--- config.mk ---
export PLATFORM = sky130hd
export DESIGN_NAME = selector_row_streamer_flat
export DESIGN_NICKNAME = d
export VERILOG_FILES = /design/src/rtl/selector_row_streamer_if.sv /design/src/rtl/selector_row_streamer.sv /design/src/flat_wrapper.sv
export SDC_FILE = /design/constraint.sdc
export NUM_CORES = 1
export LEC_CHECK = 0
export CAP_MARGIN = 20
export CORE_UTILIZATION = 55
export DETAILED_ROUTE_END_ITERATION = 8
export HOLD_SLACK_MARGIN = 0.15
export PLACE_DENSITY = 0.93
export SLEW_MARGIN = 20
export SYNTH_ARGS = -nofsm -noshare
export SYNTH_HDL_FRONTEND = slang
export SYNTH_SLANG_ARGS = --single-unit
--- constraint.sdc ---
create_clock -name clk -period 8.5 [get_ports clk]
set_input_delay 1.7 -clock clk [delete_from_list [all_inputs] [get_ports clk]]
set_output_delay 1.7 -clock clk [all_outputs]
set_load 0.005 [all_outputs]
--- src/rtl/selector_row_streamer_if.sv ---
// Handshake bundle for selector_row_streamer.
// The master side is the streamer. The slave side is the testbench/host,
// which owns the control strobes, the ROM data and pix_ready.
interface selector_row_streamer_if #(
    parameter int AW   = 7,
    parameter int XW   = 6,
    parameter int COLS = 59
);
    // frame control
    logic            start;
    logic            abort;
    logic            busy;
    logic            frame_done;
    // shape ROM read port
    logic [AW-1:0]   rom_addr;
    logic [COLS-1:0] rom_data;
    // pixel stream
    logic            pix_valid;
    logic            pix_ready;
    logic            pix_data;
    logic [XW-1:0]   pix_x;
    logic [AW-1:0]   pix_y;
    logic            pix_eol;
    logic            pix_eof;

    modport master (
        input  start, abort, rom_data, pix_ready,
        output busy, frame_done, rom_addr,
               pix_valid, pix_data, pix_x, pix_y, pix_eol, pix_eof
    );

    modport slave (
        output start, abort, rom_data, pix_ready,
        input  busy, frame_done, rom_addr,
               pix_valid, pix_data, pix_x, pix_y, pix_eol, pix_eof
    );
endinterface

--- src/rtl/selector_row_streamer.sv ---
// selector_row_streamer: walks the selector shape ROM row by row and
// serialises each row bitmap as a valid/ready pixel stream with row/column
// coordinates and end-of-line / end-of-frame markers.
// Optional build macro SELECTOR_MIRROR_EN: emit each row LSB first, which
// mirrors the shape horizontally. Coordinates and markers are unaffected.
module selector_row_streamer #(
    parameter int ROWS    = 66,
    parameter int COLS    = 59,
    parameter int AW      = 7,
    parameter int XW      = 6,
    parameter int ROM_LAT = 1
) (
    input  logic                    clk,
    input  logic                    rst,
    selector_row_streamer_if.master bus
);

    typedef enum logic [2:0] {
        IDLE,
        FETCH,
        LOAD,
        SHIFT,
        DONE
    } state_t;

    state_t          state;
    logic [1:0]      lat_cnt;
    logic [COLS-1:0] sreg;
    logic [COLS-1:0] sreg_next;
    logic [AW-1:0]   rom_addr;
    logic [AW-1:0]   pix_y;
    logic [XW-1:0]   pix_x;
    logic            pix_valid;
    logic            busy;
    logic            frame_done;
    logic            last_col;
    logic            last_row;

    // Column/row wrap is decided by explicit compares, never by counter overflow.
    assign last_col = (pix_x == XW'(COLS - 1));
    assign last_row = (pix_y == AW'(ROWS - 1));

`ifdef SELECTOR_MIRROR_EN
    // LSB first: pix_x = 0 carries rom_data[0].
    assign sreg_next    = sreg >> 1;
    assign bus.pix_data = sreg[0];
`else
    // MSB first: pix_x = 0 carries rom_data[COLS-1] (leftmost column).
    assign sreg_next    = sreg << 1;
    assign bus.pix_data = sreg[COLS-1];
`endif

    assign bus.rom_addr   = rom_addr;
    assign bus.pix_valid  = pix_valid;
    assign bus.pix_x      = pix_x;
    assign bus.pix_y      = pix_y;
    assign bus.busy       = busy;
    assign bus.frame_done = frame_done;
    assign bus.pix_eol    = pix_valid & last_col;
    assign bus.pix_eof    = pix_valid & last_col & last_row;

    // Frame sequencer: ROM fetch, row load, pixel shift-out and frame completion.
    always_ff @(posedge clk or posedge rst) begin
        if (rst) begin
            state      <= IDLE;
            lat_cnt    <= '0;
            sreg       <= '0;
            rom_addr   <= '0;
            pix_y      <= '0;
            pix_x      <= '0;
            pix_valid  <= 1'b0;
            busy       <= 1'b0;
            frame_done <= 1'b0;
        end else if (bus.abort) begin
            // Abort overrides every transition, including a coincident start.
            state      <= IDLE;
            lat_cnt    <= '0;
            sreg       <= '0;
            rom_addr   <= '0;
            pix_y      <= '0;
            pix_x      <= '0;
            pix_valid  <= 1'b0;
            busy       <= 1'b0;
            frame_done <= 1'b0;
        end else begin
            case (state)
                IDLE: begin
                    if (bus.start) begin
                        rom_addr <= '0;
                        pix_y    <= '0;
                        pix_x    <= '0;
                        lat_cnt  <= '0;
                        busy     <= 1'b1;
                        state    <= FETCH;
                    end
                end
                FETCH: begin
                    // rom_addr is held stable while the ROM latency elapses.
                    if (lat_cnt == 2'(ROM_LAT - 1)) begin
                        lat_cnt <= '0;
                        state   <= LOAD;
                    end else begin
                        lat_cnt <= lat_cnt + 2'd1;
                    end
                end
                LOAD: begin
                    sreg      <= bus.rom_data;
                    pix_x     <= '0;
                    pix_valid <= 1'b1;
                    state     <= SHIFT;
                end
                SHIFT: begin
                    // pix_valid is always high here, so ready alone is the handshake.
                    if (bus.pix_ready) begin
                        sreg <= sreg_next;
                        if (last_col) begin
                            pix_x     <= '0;
                            pix_valid <= 1'b0;
                            if (last_row) begin
                                frame_done <= 1'b1;
                                state      <= DONE;
                            end else begin
                                pix_y    <= pix_y + AW'(1);
                                rom_addr <= rom_addr + AW'(1);
                                state    <= FETCH;
                            end
                        end else begin
                            pix_x <= pix_x + XW'(1);
                        end
                    end
                end
                DONE: begin
                    // start seen here is dropped; a new frame needs busy=0 first.
                    frame_done <= 1'b0;
                    busy       <= 1'b0;
                    state      <= IDLE;
                end
                default: begin
                    state <= IDLE;
                end
            endcase
        end
    end

endmodule

--- src/flat_wrapper.sv ---
// flat-port wrapper written by rule: the top's interface ports become plain ports
module selector_row_streamer_flat 
#(
    parameter int ROWS    = 66,
    parameter int COLS    = 59,
    parameter int AW      = 7,
    parameter int XW      = 6,
    parameter int ROM_LAT = 1
)
  (clk, rst, bus_start, bus_abort, bus_rom_data, bus_pix_ready, bus_busy, bus_frame_done, bus_rom_addr, bus_pix_valid, bus_pix_data, bus_pix_x, bus_pix_y, bus_pix_eol, bus_pix_eof);
  selector_row_streamer_if #(.AW(AW), .XW(XW), .COLS(COLS)) bus_i ();
  input  logic clk;
  input  logic rst;
  input wire logic [$bits(bus_i.start)-1:0] bus_start;
  input wire logic [$bits(bus_i.abort)-1:0] bus_abort;
  input wire logic [$bits(bus_i.rom_data)-1:0] bus_rom_data;
  input wire logic [$bits(bus_i.pix_ready)-1:0] bus_pix_ready;
  output wire logic [$bits(bus_i.busy)-1:0] bus_busy;
  output wire logic [$bits(bus_i.frame_done)-1:0] bus_frame_done;
  output wire logic [$bits(bus_i.rom_addr)-1:0] bus_rom_addr;
  output wire logic [$bits(bus_i.pix_valid)-1:0] bus_pix_valid;
  output wire logic [$bits(bus_i.pix_data)-1:0] bus_pix_data;
  output wire logic [$bits(bus_i.pix_x)-1:0] bus_pix_x;
  output wire logic [$bits(bus_i.pix_y)-1:0] bus_pix_y;
  output wire logic [$bits(bus_i.pix_eol)-1:0] bus_pix_eol;
  output wire logic [$bits(bus_i.pix_eof)-1:0] bus_pix_eof;
  assign bus_i.start = bus_start;
  assign bus_i.abort = bus_abort;
  assign bus_i.rom_data = bus_rom_data;
  assign bus_i.pix_ready = bus_pix_ready;
  assign bus_busy = bus_i.busy;
  assign bus_frame_done = bus_i.frame_done;
  assign bus_rom_addr = bus_i.rom_addr;
  assign bus_pix_valid = bus_i.pix_valid;
  assign bus_pix_data = bus_i.pix_data;
  assign bus_pix_x = bus_i.pix_x;
  assign bus_pix_y = bus_i.pix_y;
  assign bus_pix_eol = bus_i.pix_eol;
  assign bus_pix_eof = bus_i.pix_eof;
  selector_row_streamer #(.ROWS(ROWS), .COLS(COLS), .AW(AW), .XW(XW), .ROM_LAT(ROM_LAT)) u_core (.clk(clk), .rst(rst), .bus(bus_i));
endmodule
== Yosys cells after proc, flatten, opt, wreduce, memory -nomap -nowiden ==
Cells that the tools add are included.

* Add/sub/neg operators: 4
* Equality and inequality tests: 12
* Multiplexer cells: 42
* Bitwise logic cells: 2
* Reductions and logical operators: 16

{| class="wikitable"
|+ Operator list
! operator !! number
|-
| $mux W59 || 2
|-
| $pmux W59 S2 || 1
|-
| $mux W7 || 9
|-
| $pmux W7 S2 || 2
|-
| $mux W6 || 4
|-
| $mux W3 || 6
|-
| $pmux W6 S3 || 1
|-
| $reduce_bool A3 Y1 || 5
|-
| $add A7 B1 Y7 const B || 2
|-
| $pmux W3 S4 || 1
|-
| $mux W1 || 9
|-
| $ne A3 B2 Y1 const B || 3
|-
| $ne A3 B3 Y1 const B || 3
|-
| $reduce_and A4 Y1 || 2
|-
| $eq A7 B7 Y1 const B || 1
|-
| $add A6 B1 Y6 const B || 1
|-
| $eq A3 B2 Y1 const B || 2
|-
| $eq A6 B6 Y1 const B || 1
|-
| $mux W2 || 3
|-
| $pmux W1 S2 || 3
|-
| $reduce_and A2 Y1 || 3
|-
| $reduce_and A3 Y1 || 2
|-
| $reduce_and A5 Y1 || 1
|-
| $pmux W2 S2 || 1
|-
| 7 further kinds || 8
|}

* Bits in registers: 87
* Bits of input ports: 64
* Output and inout bits: 26

== Logic depth before layout (Yosys ltp) ==
Gate-level depths: netlist of the first run.

* Depth in word-level cells: 6
* Mapped depth: 7
* Gate-level depth less buffers: 6

== Worst setup path after synthesis of the first run ==
No wires, ideal clock.

* Path type: register to output
* Start point: reg u_core.pix_x[0] (netlist: u_core.bus.pix_x[0])
* End point: out bus_pix_eof
* Data arrival time: 1.232 ns
* Required time: 6.800 ns
* Slack: 5.568 ns
* Cell stages (with the launch flop): 6
* Path buffers: 0
* Cells stage by stage: dfrtp_1 -> inv_1 -> ha_1 -> and4b_1 -> and3_1 -> and2_2

* Word-level cells in the longest chain between the ends: 3

{| class="wikitable"
|+ Ends and longest elaborated chain
! element !! RTL line !! text
|-
| start: declaration || selector_row_streamer.sv:32 || <nowiki>logic [XW-1:0] pix_x;</nowiki>
|-
| start signal: assignment || selector_row_streamer.sv:128 || <nowiki>pix_x <= pix_x + XW'(1);</nowiki>
|-
| $eq A6 B6 Y1 || selector_row_streamer.sv:40 || <nowiki>assign last_col = (pix_x == XW'(COLS - 1));</nowiki>
|-
| $and A1 B1 Y1 || n/a ||
|-
| net bus_pix_eol || flat_wrapper.sv:25 || <nowiki>output wire logic [$bits(bus_i.pix_eol)-1:0] bus_pix_eol;</nowiki>
|-
| $and A1 B1 Y1 || selector_row_streamer.sv:60 || <nowiki>assign bus.pix_eof = pix_valid & last_col & last_row;</nowiki>
|-
| end: declaration || flat_wrapper.sv:26 || <nowiki>output wire logic [$bits(bus_i.pix_eof)-1:0] bus_pix_eof;</nowiki>
|}

The timed path passes the listed nets, and every way through them passes these cells.

== Worst setup path after layout of the first run ==
* Start point: reg u_core.pix_x[0] (netlist: u_core.bus.pix_x[0])
* End point: out bus_pix_eof

* Word-level cells in the longest chain between the ends: 3

{| class="wikitable"
|+ Ends and longest elaborated chain
! element !! RTL line
|-
| $eq A6 B6 Y1 || selector_row_streamer.sv:40
|-
| $and A1 B1 Y1 (2 in series) || selector_row_streamer.sv:60
|}

Every way passes these cells.

==> implementation parameters, run 1 <==
Parameter                              Value

Run status
  Status ... finished, final reports clean

Routing
  Total length of routed wires ... 9.13 mm
  Vias per inst ... 5.81
  Average wire per cell in the routed design ... 14.9 microns
  Number of violations reported at the end of detailed-routing iteration 0 ... 211
  Drt drc ... 0
  1st-pass router iterations ... 5
  Antenna violation net count after detailed routing ... 0
  Via count ... 3563

Setup path
  Path type of the worst setup path ... flop to output port
  CP arrival ... 2.12 ns
  Category of the worst setup path launch point ... flop
  Required time of the critical path ... 6.80 ns
  Critical path peak fanout ... 6
  Cell count of the worst reg-to-reg path ... 4
  Endpoint type of the worst setup path ... output port

Yosys
  Async SR Flop Fraction ... 1.00
  Synth Warn # ... 0
  Post-synth net total ... 509
  Area share of the largest cell type after synthesis ... 0.517
  Largest area contributor in the synthesized netlist ... dfrtp_1
  Post-synthesis register bit count ... 87
  Unique masters post-synth ... 52
  Number of enable-type register cells in the synthesized netlist ... 0
  Netlist area before placement ... 4210 sq um
  Synthesized area divided by synthesized cell count ... 9.61 sq um
  Top cells by area in the synthesized netlist ... dfrtp_1 (52%), a22oi_1 (10%), o21ai_0 (7.7%), nand2_1 (6.2%), ha_1 (2.1%)
  Synthesized instance count ... 438
  Post-synthesis sequential area ratio ... 0.517
  Dominant register cell in the synthesized netlist ... dfrtp_1

Floorplanning
  Count of boundary I/O pins ... 90
  Die width ... 89.5 microns
  Area inside the core boundary ... 7330 sq um
  Initial Utilization ... 0.574
  Total die area ... 8000 sq um
  Die Y ... 89.5 microns
  Core Rows ... 31

Timing
  Final worst-path cycle share ... 0.449
  Sum of negative setup slack ... 0 ns
  Number of setup violations in the final report ... 0
  Min Tclk post-route ... 3.82 ns
  Setup repair after global routing missed its margin ... false
  Worst clock skew ... 0.00862 ns
  Maximum clock rate ... 262 MHz
  Worst-case headroom to the max-slew limit ... 0.373
  Worst-margin pin slew ... 0.941 ns
  Max-slew violation count ... 0
  Final-report hold violation count ... 0

GRT
  Number of global-route vias before repair ... 3312
  Most used routing layer in global routing ... met2
  Met1 demand-to-capacity share in global routing ... 0.317
  GR Util All Layers ... 0.244
  Largest net degree at the start of global routing ... 119
  Met2 track utilization from global routing ... 0.404
  Met3 capacity usage during global routing ... 0.0508
  Global-route wire length before repair ... 15.0 mm
  Initial antenna violation count ... 0
  Global route total overflow ... 0

Pwr
  Logic gate share of total power ... 0.125
  Switch share ... 0.248
  Worst-case vdd ir drop ... 0.118 mV
  Clock network fraction of design power ... 0.361
  Power per cell area ... 169 nW/um^2
  Total power draw ... 0.909 mW
  Static power due to leakage ... 2.30 nW
  P_sw ... 0.226 mW
  Internal power of the cells ... 0.683 mW
  Seq pwr share ... 0.515

CTS
  Maximum level of the CTS H-tree ... 3
  Number of buffers added for setup after CTS ... 0
  Clock root buffer ... clkbuf_8
  Clock Path Buffers ... 2
  CTS tree ... built
  Number of buffers added by the clock tree synthesis step ... 9
  Hold-fix buffers, CTS ... 0
  Number of instances resized during post-cts repair ... 0
  Clk slew on worst S/H paths ... 0.08 ns
  Clock Sinks ... 87
  Clk_lat worst skew ... 0.35 ns

Hold path
  Min-delay worst type ... flop to flop
  Cells on Worst Hold Path ... 2

Layout
  Multi-input logic area ... 1860 sq um
  Commonest non-fill, non-tap cells in the layout ... clkdlybuf4s50_1 (89), dfrtp_1 (87), nand2_1 (70), o21ai_0 (65), a22oi_1 (58)
  Share of final-layout standard cells stronger than drive strength 1 ... 0.0837
  Post-layout nets ... 580
  Fill cells ... 511
  Most common cell after layout, fill and taps aside ... clkdlybuf4s50_1
  Area added between synthesis and finish ... 27.7%
  Number of diodes ... 0
  Seq. cell area ... 2180 sq um

Placement
  Sum of net half-perimeters after detailed placement ... 6.13 mm
  Count of input and output buffers ... 89
  Final Wtd Congestion ... 0.894

Flow run
  Max-cap violations ... 0
[per-layer routing]
layer / vias to the layer above / wire length, microns
li1: 1727 / -
met4: 0 / 134
met3: 10 / 484
met2: 106 / 4510
met1: 1720 / 4000
met5: - / 0
[final timing paths]
| check | from | to | slack, ns |
|---|---|---|---|
| worst max-delay path | u_core.bus.pix_x[0] | bus_pix_eof | 4.68 |
| worst min register to register | u_core.sreg[1] | u_core.sreg[1] | 0.49 |
| min in group asynchronous | rst | u_core.bus.pix_y[3] | 1.87 |
| worst max register to register | u_core.state[1] | u_core.bus.rom_addr[3] | 6.08 |
| worst min-delay path | u_core.sreg[1] | u_core.sreg[1] | 0.49 |
| max in group asynchronous | rst | u_core.sreg[24] | 6.11 |
[worst max-delay path, stage by stage (launching register included)]
cell and delay (ns):
dfrtp_1 0.44, inv_1 0.08, ha_1 0.19, and4b_1 0.27, and3_1 0.18, and2_2 0.13
clkdlybuf4s50_1 0.49
[kinds of logic after synthesis]
logic type / after synthesis / share of synthesized area
DFF: 87 / 0.517
adders and majority gates: 7 / 0.0208
and+or+nand+nor: 140 / 0.159
muxes: 2 / 0.00535
buffers and inverters: 45 / 0.0488
AOI/OAI and AO/OA: 157 / 0.249
[power groups by stage]
stage,Clock (mW),Combinational [mW],Sequential (mW)
finish,0.328,0.113,0.468
global route,0.349,0.128,0.472
CTS,0.333,0.115,0.467
detailed placement,0,0.114,0.475
global placement,0,0.110,0.473
floorplan,0,0.0694,0.467
[state kept, by name, indices dropped and copies added (netlist names)]
name / flops
u_core.bus.busy: 1
u_core.bus.frame_done: 1
u_core.bus.pix_valid: 1
u_core.bus.pix_x: 6
u_core.bus.pix_y: 7
u_core.bus.rom_addr: 7
u_core.lat_cnt: 2
u_core.sreg: 59
u_core.state: 3
[cells in the mapped netlist (5+ instances only)]
library cell	count
dfrtp_1	87
nand2_1	70
o21ai_0	65
a22oi_1	58
nor2_1	19
clkbuf_1	17
buf_2	14
inv_1	11
and3_1	9
nand3_1	8
ha_1	7
a21oi_1	5
[layout make-up]
| cell class | count | area share |
|---|---|---|
| multi-input cells | 306 | 0.347 |
| flip-flops and latches | 87 | 0.405 |
| clock buffers | 12 | 0.0289 |
| clock inverters | 4 | 0.0142 |
| inverters | 11 | 0.00792 |
| repair buffers | 94 | 0.174 |
| well taps | 99 | 0.0231 |
[stage by stage]
stage | instances | cell area, sq um | utilization | setup WS, ns | hold slack (ns)
floorplan | 438 | 4210 | - | 4.55 | 0.450
global placement | 597 | 5130 | 0.700 | 4.24 | 0.461
detailed placement | 597 | 5130 | 0.700 | 4.03 | 0.472
CTS | 613 | 5360 | 0.732 | 4.46 | 0.492
global route | 613 | 5370 | 0.733 | 4.55 | 0.515
finish | 613 | 5370 | 0.733 | 4.68 | 0.488
Note: power is estimated with default switching activity, not from simulation.
==> run 2: changes to the inputs <==
--- a/config.mk
+++ b/config.mk
@@ -6,10 +6,10 @@
 export NUM_CORES = 1
 export LEC_CHECK = 0
 export CAP_MARGIN = 20
-export CORE_UTILIZATION = 55
+export CORE_UTILIZATION = 51
 export DETAILED_ROUTE_END_ITERATION = 8
 export HOLD_SLACK_MARGIN = 0.15
-export PLACE_DENSITY = 0.93
+export PLACE_DENSITY = 0.88
 export SLEW_MARGIN = 20
 export SYNTH_ARGS = -nofsm -noshare
 export SYNTH_HDL_FRONTEND = slang
==> constraint.sdc (replaced) <==
create_clock -name clk -period 3.7 [get_ports clk]
set_input_delay 0.74 -clock clk [delete_from_list [all_inputs] [get_ports clk]]
set_output_delay 0.74 -clock clk [all_outputs]
set_load 0.005 [all_outputs]
==> run 2 against run 1 <==
Setup slack worse by 3.8 ns. Cell count is 1.3% higher. Sequential share of layout area is 0.46 points lower. Critical path depth stayed put. Die area is 7.7% higher. Clock skew is 0.0031 ns higher. Count of clock-buffer cells in the layout is 1 lower. Largest power group unchanged.
==> implementation parameters, run 2 (synthesized netlist as in run 1, its figures left out) <==
Parameter                              Value

Run status
  Status ... finished, final reports clean

CTS
  Clk_lat worst skew ... 0.35 ns (about the same)
  Clock root buffer ... clkbuf_8
  Number of buffers added for setup after CTS ... 0 (unchanged)
  Hold-fix buffers, CTS ... 0 (unchanged)
  Number of instances resized during post-cts repair ... 0 (unchanged)
  Maximum level of the CTS H-tree ... 3 (unchanged)
  Clk slew on worst S/H paths ... 0.08 ns (about the same)
  Clock Path Buffers ... 2 (unchanged)
  Clock Sinks ... 87 (unchanged)
  CTS tree ... built
  Number of buffers added by the clock tree synthesis step ... 9 (unchanged)

Floorplanning
  Die width ... 92.8 microns (+3.8%)
  Initial Utilization ... 0.536 (-0.0378)
  Core Rows ... 32 (+3.2%)
  Area inside the core boundary ... 7850 sq um (+7.0%)
  Die Y ... 92.8 microns (+3.8%)
  Count of boundary I/O pins ... 90 (unchanged)
  Total die area ... 8620 sq um (+7.7%)

Setup path
  Category of the worst setup path launch point ... flop
  Cell Chain, Critical Path ... inv_1 -> ha_1 -> and4b_1 -> and3_1 -> and2_2 -> clkdlybuf4s50_1
  Critical path peak fanout ... 6 (unchanged)
  Path type of the worst setup path ... flop to output port
  Cell at the slowest stage of the critical path ... clkdlybuf4s50_1
  Required time of the critical path ... 2.96 ns (-3.84 ns)
  CP arrival ... 2.09 ns (-0.03 ns)
  Highest cell delay on the worst timing path ... 0.48 ns (about the same)
  Endpoint type of the worst setup path ... output port

Pwr
  Power per cell area ... 384 nW/um^2 (+130%)
  Static power due to leakage ... 2.34 nW (+1.5%)
  Worst-case vdd ir drop ... 0.209 mV (+77%)

Routing
  Routed wire length on met2 ... 4.82 mm (+6.8%)
  Met3 routed wirelength ... 322 microns (-33%)
  Met1 Wirelength ... 4.30 mm (+7.5%)
  Drt drc ... 0 (unchanged)
  Via count ... 3635 (+2.0%)
  Uppermost metal layer occupied by signal nets ... met4
  Total length of routed wires ... 9.63 mm (+5.5%)
  Vias per inst ... 5.85 (+0.71%)
  Antenna violation net count after detailed routing ... 0 (unchanged)
  Number of violations reported at the end of detailed-routing iteration 0 ... 265 (+26%)
  1st-pass router iterations ... 5 (unchanged)
  Average wire per cell in the routed design ... 15.5 microns (+4.2%)

Layout
  Area added between synthesis and finish ... 29.1%
  Biggest registers after layout ... u_core.sreg: 59 flops, u_core.bus.pix_y: 7 flops, u_core.bus.rom_addr: 7 flops
  Number of diodes ... 0 (unchanged)
  Post-layout nets ... 585 (+0.86%)
  Share of final-layout standard cells stronger than drive strength 1 ... 0.0906 (+0.00690)
  Max FFs per register ... 59 (unchanged)
  Commonest non-fill, non-tap cells in the layout ... clkdlybuf4s50_1 (89), dfrtp_1 (87), nand2_1 (70), o21ai_0 (65), a22oi_1 (58)
  Biggest register ... u_core.sreg
  Fill cells ... 617 (+21%)
  Most common cell after layout, fill and taps aside ... clkdlybuf4s50_1
  Core Util, Final ... 0.692 (-0.0404)

Timing
  Sum of negative setup slack ... 0 ns (unchanged)
  Number of setup violations in the final report ... 0 (unchanged)
  Worst-margin pin slew ... 0.806 ns (-0.135 ns)
  Setup repair after global routing missed its margin ... false
  Final-report hold violation count ... 0 (unchanged)
  Worst clock skew ... 0.0117 ns (+0.00313 ns)
  Worst-case headroom to the max-slew limit ... 0.461 (+0.0889)
  Final worst-path cycle share ... 0.766
  Maximum clock rate ... 353 MHz
  Max-slew violation count ... 0 (unchanged)
  Min Tclk post-route ... 2.83 ns

Placement
  Final Wtd Congestion ... 0.854 (-4.5%)
  Count of input and output buffers ... 89 (unchanged)
  Sum of net half-perimeters after detailed placement ... 6.49 mm (+6.0%)

Flow run
  Max-cap violations ... 0 (unchanged)

GRT
  Global route total overflow ... 0 (unchanged)
  Number of global-route vias before repair ... 3465 (+4.6%)
  GR Util All Layers ... 0.233 (-0.0115)
  Largest net degree at the start of global routing ... 60 (-50%)
  Global-route wire length before repair ... 15.7 mm (+5.0%)
  Initial antenna violation count ... 0 (unchanged)

Hold path
  Min-delay worst type ... flop to flop
==> run 2: where the power goes <==
group	switching, mW	total, mW	internal, mW
clock network	0.338	0.738	0.399
logic	0.142	0.274	0.133
registers	0.0503	1.08	1.03
==> run 2: per-layer routing <==
metal | vias up | global-route usage
met5 | - | 0
met4 | 0 | 0.110
met3 | 17 | 0.0296
met2 | 102 | 0.370
met1 | 1780 | 0.317
li1 | 1736 | -
==> run 2: worst paths after layout <==
kind	from	endpoint	cells after the start	slack, ns
min reg2reg	u_core.sreg[7]	u_core.sreg[7]	2	0.49
min	u_core.sreg[7]	u_core.sreg[7]	2	0.49
max reg2reg	u_core.state[1]	u_core.bus.pix_y[6]	4	1.32
max	u_core.bus.pix_x[0]	bus_pix_eof	6	0.87
min in group asynchronous	rst	u_core.bus.frame_done	2	0.71
max in group asynchronous	rst	u_core.sreg[38]	3	2.40
==> run 2: critical path, delay by kind of cell, from the launching register on <==
| kind | cells | cell delay, ns |
|---|---|---|
| AND/OR/NAND/NOR | 3 | 0.58 |
| adder cells (fa/ha/maj) | 1 | 0.17 |
| flip-flops | 1 | 0.43 |
| buffers and inverters | 2 | 0.56 |
==> run 2: stage by stage <==
step	power (mW)	area (sq um)	worst slack (ns)	cells	hold slack, ns
after floorplan	1.23	4210	0.710	438	0.450
after global placement	1.35	5190	1.01	604	0.461
after detailed placement	1.37	5190	0.931	604	0.471
after CTS	2.10	5410	0.839	620	0.489
after global routing	2.18	5430	0.749	621	0.522
final	2.09	5430	0.867	621	0.487
==> run 2: cell type report <==
class | instances | area [sq um] | area share
clock inverters | 5 | 81.3 | 0.0150
repair buffers | 99 | 1000 | 0.185
flip-flops and latches | 87 | 2180 | 0.401
well taps | 102 | 128 | 0.0235
clock buffers | 11 | 141 | 0.0260
inverters | 11 | 42.5 | 0.00783
multi-input cells | 306 | 1860 | 0.342
